==> config.mk <==
export PLATFORM = sky130hd
export DESIGN_NAME = sort_column
export DESIGN_NICKNAME = d
export VERILOG_FILES = /design/src/rtl/sort_column.sv
export SDC_FILE = /design/constraint.sdc
export NUM_CORES = 1
export LEC_CHECK = 0
export ABC_AREA = 1
export CORE_MARGIN = 5
export CORE_UTILIZATION = 40
export DETAILED_ROUTE_END_ITERATION = 7
export PLACE_DENSITY = 0.65
export SLEW_MARGIN = 20
export SYNTH_ARGS = -nofsm -noshare
export SYNTH_HDL_FRONTEND = slang
export SYNTH_SLANG_ARGS = --single-unit
==> constraint.sdc <==
create_clock -name clk -period 3.7 [get_ports clk]
set_clock_uncertainty 0.1 [all_clocks]
set_input_delay 0.74 -clock clk [delete_from_list [all_inputs] [get_ports clk]]
set_output_delay 0.74 -clock clk [all_outputs]
set_load 0.01 [all_outputs]
==> src/rtl/sort_column.sv <==
// rtl/sort_column.sv - 7-input odd-even transposition sorting pipeline, one round per stage.
// Optional SORT_COLUMN_VALID_EN adds in_valid/out_valid tracked alongside the data stages.
module sort_column #(
  parameter int WIDTH = 8
) (
  input  logic             clk,
  input  logic             rst,
  input  logic [WIDTH-1:0] in0,
  input  logic [WIDTH-1:0] in1,
  input  logic [WIDTH-1:0] in2,
  input  logic [WIDTH-1:0] in3,
  input  logic [WIDTH-1:0] in4,
  input  logic [WIDTH-1:0] in5,
  input  logic [WIDTH-1:0] in6,
  output logic [WIDTH-1:0] out0,
  output logic [WIDTH-1:0] out1,
  output logic [WIDTH-1:0] out2,
  output logic [WIDTH-1:0] out3,
  output logic [WIDTH-1:0] out4,
  output logic [WIDTH-1:0] out5,
  output logic [WIDTH-1:0] out6
`ifdef SORT_COLUMN_VALID_EN
  ,
  input  logic             in_valid,
  output logic             out_valid
`endif
);

  typedef logic [6:0][WIDTH-1:0] col_t;

  col_t in_col;
  col_t stage_q [1:7];
  col_t stage_d [1:7];

  assign in_col = {in6, in5, in4, in3, in2, in1, in0};

  // Odd rounds pair (0,1),(2,3),(4,5); even rounds pair (1,2),(3,4),(5,6).
  // Pairs are disjoint, so swapping in place is safe.
  function automatic col_t round_cx(input col_t v, input logic odd_round);
    col_t             r;
    logic [WIDTH-1:0] t;
    r = v;
    for (int j = 0; j < 6; j++) begin
      if ((((j % 2) == 0) == odd_round) && (r[j] > r[j+1])) begin
        t      = r[j];
        r[j]   = r[j+1];
        r[j+1] = t;
      end
    end
    return r;
  endfunction

  always_comb begin
    stage_d[1] = round_cx(in_col, 1'b1);
    for (int k = 2; k <= 7; k++) begin
      stage_d[k] = round_cx(stage_q[k-1], (k % 2) == 1);
    end
  end

  always_ff @(posedge clk) begin
    for (int k = 1; k <= 7; k++) begin
      if (rst) begin
        stage_q[k] <= '0;
      end else begin
        stage_q[k] <= stage_d[k];
      end
    end
  end

  assign out0 = stage_q[7][0];
  assign out1 = stage_q[7][1];
  assign out2 = stage_q[7][2];
  assign out3 = stage_q[7][3];
  assign out4 = stage_q[7][4];
  assign out5 = stage_q[7][5];
  assign out6 = stage_q[7][6];

`ifdef SORT_COLUMN_VALID_EN
  logic [6:0] valid_q;
  logic [6:0] valid_d;

  always_comb begin
    valid_d = {valid_q[5:0], in_valid};
  end

  always_ff @(posedge clk) begin
    if (rst) begin
      valid_q <= '0;
    end else begin
      valid_q <= valid_d;
    end
  end

  assign out_valid = valid_q[6];
`endif

endmodule

==> results.sh <==
export IMPL_status="completed"
export IMPL_p_per_area_nw_per_um2=895
export IMPL_rsz0062_at_grt="no"
export IMPL_grt_overflow=0
export IMPL_core_um2=55200
export IMPL_final_period_utilization=0.645
export IMPL_crit_path_start_kind="input pin"
export IMPL_final_cell_mix="nand2_1 (495), inv_1 (449), nor2_1 (411), dfxtp_1 (392), a21oi_1 (342)"
export IMPL_drive_gt1_frac=0.107
export IMPL_synth_top_family_by_area="simple AND/OR/NAND/NOR gates"
export IMPL_critical_path_buf_inv_count=2
export IMPL_areaGrowthSynthToFinish_pct=7.87
export IMPL_cts_tree="yes"
export IMPL_tightest_slew_ns=0.742
export IMPL_fmax_mhz=419
export IMPL_crit_chain="clkdlybuf4s50_1 > inv_1 > ha_1 > nand2_1 > nor2_4 > nand4_4 > a21oi_1 > nor2_1"
export IMPL_min_from="stage_q[0][391]$_SDFF_PP0_"
export IMPL_ioPinCount=114
export IMPL_synth_area_mux_share=0
export IMPL_grt_antenna_before_repair=0
export IMPL_nNetsFinal=3154
export IMPL_fp_dieW_um=246
export IMPL_crit_type="input pin to register"
export IMPL_cts_setup_buffers=0
export IMPL_dpl_cell_count=3629
export IMPL_synth_top_area_share=0.351
export IMPL_setup_viol=0
export IMPL_cts_max_level=2
export IMPL_cts_resized=0
export IMPL_fp_dieH_um=246
export IMPL_row_count=86
export IMPL_placed_area_um2=22600
export IMPL_routedWlPerCell_um=11.8
export IMPL_routed_via_count=17110
export IMPL_crit_family="simple AND/OR/NAND/NOR gates"
export IMPL_drt_initial_drc_count=1098
export IMPL_final_common_cell="nand2_1"
export IMPL_ys_warn_count=0
export IMPL_slew_limit_headroom=0.504
export IMPL_holdPathStages=2
export IMPL_viasPerCell=4.61
export IMPL_num_antenna_cells=0
export IMPL_yosys_area_share_adder=0.0940
export IMPL_syn_avg_cell_area_um2=7.49
export IMPL_port_buffers=113
export IMPL_synth_seq_cells=392
export IMPL_clk_pin_slew_ns=0.06
export IMPL_synthesis_nets=3214
export IMPL_yosys_area_top_type="dfxtp_1"
export IMPL_timing_final_hold_violations=0
export IMPL_root_buffer="clkbuf_16"
export IMPL_synthCells=2988
export IMPL_hold_buffers=0
export IMPL_firstDrtPassIters=5
export IMPL_largest_register="stage_q"
export IMPL_maxCapViolations=0
export IMPL_synth_area_top_cells="dfxtp_1 (35%), ha_1 (9.4%), nand2_1 (8.3%)"
export IMPL_grt_use_total=0.145
export IMPL_clk_path_buf_depth=3
export IMPL_end_kind="register"
export IMPL_hold_end="stage_q[0][447]$_SDFF_PP0_"
export IMPL_yosysSeqAreaShare=0.351
export IMPL_nFillCells=5634
export IMPL_grt_pass1_wl_mm=75.5
export IMPL_ant_nets=0
export IMPL_hp_class="register to register"
export IMPL_largest_reg_flops=392
export IMPL_synth_cell_type_count=22
export IMPL_route_detailed_drc=0
export IMPL_gp_congestion=0.803
export IMPL_max_stage_delay_ns=0.53
export IMPL_maxSlewViolCount=0
export IMPL_p_leak_nw=11.3
export IMPL_grt_max_degree=83
export IMPL_r2r_end="stage_q[0][378]$_SDFF_PP0_"
export IMPL_cp_required_ns=4.06
export IMPL_hpwl_mm=31.0
export IMPL_synth_simple_area_share=0.293
export IMPL_power_total_mw=21.6
export IMPL_numCtsBuffers=45
export IMPL_reg_top3="stage_q x392"
export IMPL_syn_area_um2=22400
export IMPL_wl_mm=43.9
export IMPL_reg2reg_slack_ns=1.56
export IMPL_cp_slowest_cell="clkdlybuf4s50_1"
export IMPL_reg2reg_depth=8
export IMPL_min_period_ns=2.39
export IMPL_r2r_start="stage_q[0][335]$_SDFF_PP0_"
export IMPL_vdd_drop_max_mv=0.393
export IMPL_synth_xor_xnor_area_share=0
export IMPL_worstPathMaxFanout=32
export IMPL_worstPathArrival_ns=2.75
export IMPL_clk_latency_ns=0.56
export IMPL_first_global_vias=15726
export IMPL_layout_cells_non_filler=3712
export IMPL_synth_compound_area_frac=0.0977
export IMPL_cts_sink_count=392
export IMPL_dieArea_um2=60800
export IMPL_fin_area_um2=24100
export IMPL_start_util=0.405
export IMPL_fin_tns_setup_ns=0
-- tightest hold or removal path: stages, from the launching register on --
cell and delay (ns):
dfxtp_1 0.29, inv_1 0.04, nor2_1 0.03
-- cells in the mapped netlist --
cell      count
a21oi_2      36
dfxtp_1     392
buf_2        40
nand2_2      30
nand3_2      84
nand2_4      11
a21oi_1     342
nor2_1      411
clkbuf_1      3
buf_1         9
nor2_2       12
a21o_1       21
inv_1       449
nand4_2       1
buf_4        73
nor2_4       21
nand2_1     495
ha_1        168
nand3_1     252
nand4_4      20
buf_6       100
inv_2        18
-- how the worst max path moves through the flow --
| stage | startpoint | end | depth (start not counted) |
|---|---|---|---|
| 2_1_floorplan | in1[7] | stage_q[0][62]$_SDFF_PP0_ | 8 |
| 3_3_place_gp | in5[7] | stage_q[0][91]$_SDFF_PP0_ | 8 |
| 3_5_place_dp | in5[7] | stage_q[0][91]$_SDFF_PP0_ | 8 |
| 4_1_cts | in5[7] | stage_q[0][91]$_SDFF_PP0_ | 8 |
| 5_1_grt | in5[7] | stage_q[0][90]$_SDFF_PP0_ | 8 |
| 6_report | in5[5] | stage_q[0][91]$_SDFF_PP0_ | 8 |
-- stage by stage --
| step | hold WS [ns] | setup WS (ns) | util |
|---|---|---|---|
| 5_1_grt | 0.317 | 1.20 | 0.437 |
| 6_report | 0.298 | 1.31 | 0.437 |
| 3_3_place_gp | 0.292 | 0.782 | 0.409 |
| 2_1_floorplan | 0.288 | 1.71 | - |
| 3_5_place_dp | 0.295 | 0.728 | 0.409 |
| 4_1_cts | 0.299 | 1.36 | 0.437 |
-- cell type report --
type                    instances  area, um^2  area share
multi-input cells            1904       10900       0.450
inverters                     467        1760      0.0730
clock inverters                20         189     0.00783
repair buffers                118        1200      0.0498
clock buffers                  63        1350      0.0558
flip-flops and latches        392        7850       0.325
well taps                     748         936      0.0388
-- where the power goes --
part / switching, mW / internal, mW
Sequential: 0.696 / 5.37
Combinational: 6.93 / 4.14
Clock: 1.77 / 2.69
Total: 9.39 / 12.2
-- per-layer routing --
layer / global-route usage / vias to the layer above / wire length, um
met1: 0.203 / 7636 / 21600
li1: - / 9202 / -
met3: 0.0210 / 64 / 1400
met4: 0.0405 / 0 / 928
met5: 0 / - / 0
met2: 0.234 / 208 / 19900
-- cells by family after synthesis --
group	after synthesis
adders and majority gates	168
DFF	392
AOI/OAI and AO/OA	399
and+or+nand+nor	1337
buffers and inverters	692
No activity file was read; power rests on OpenSTA's default activity.
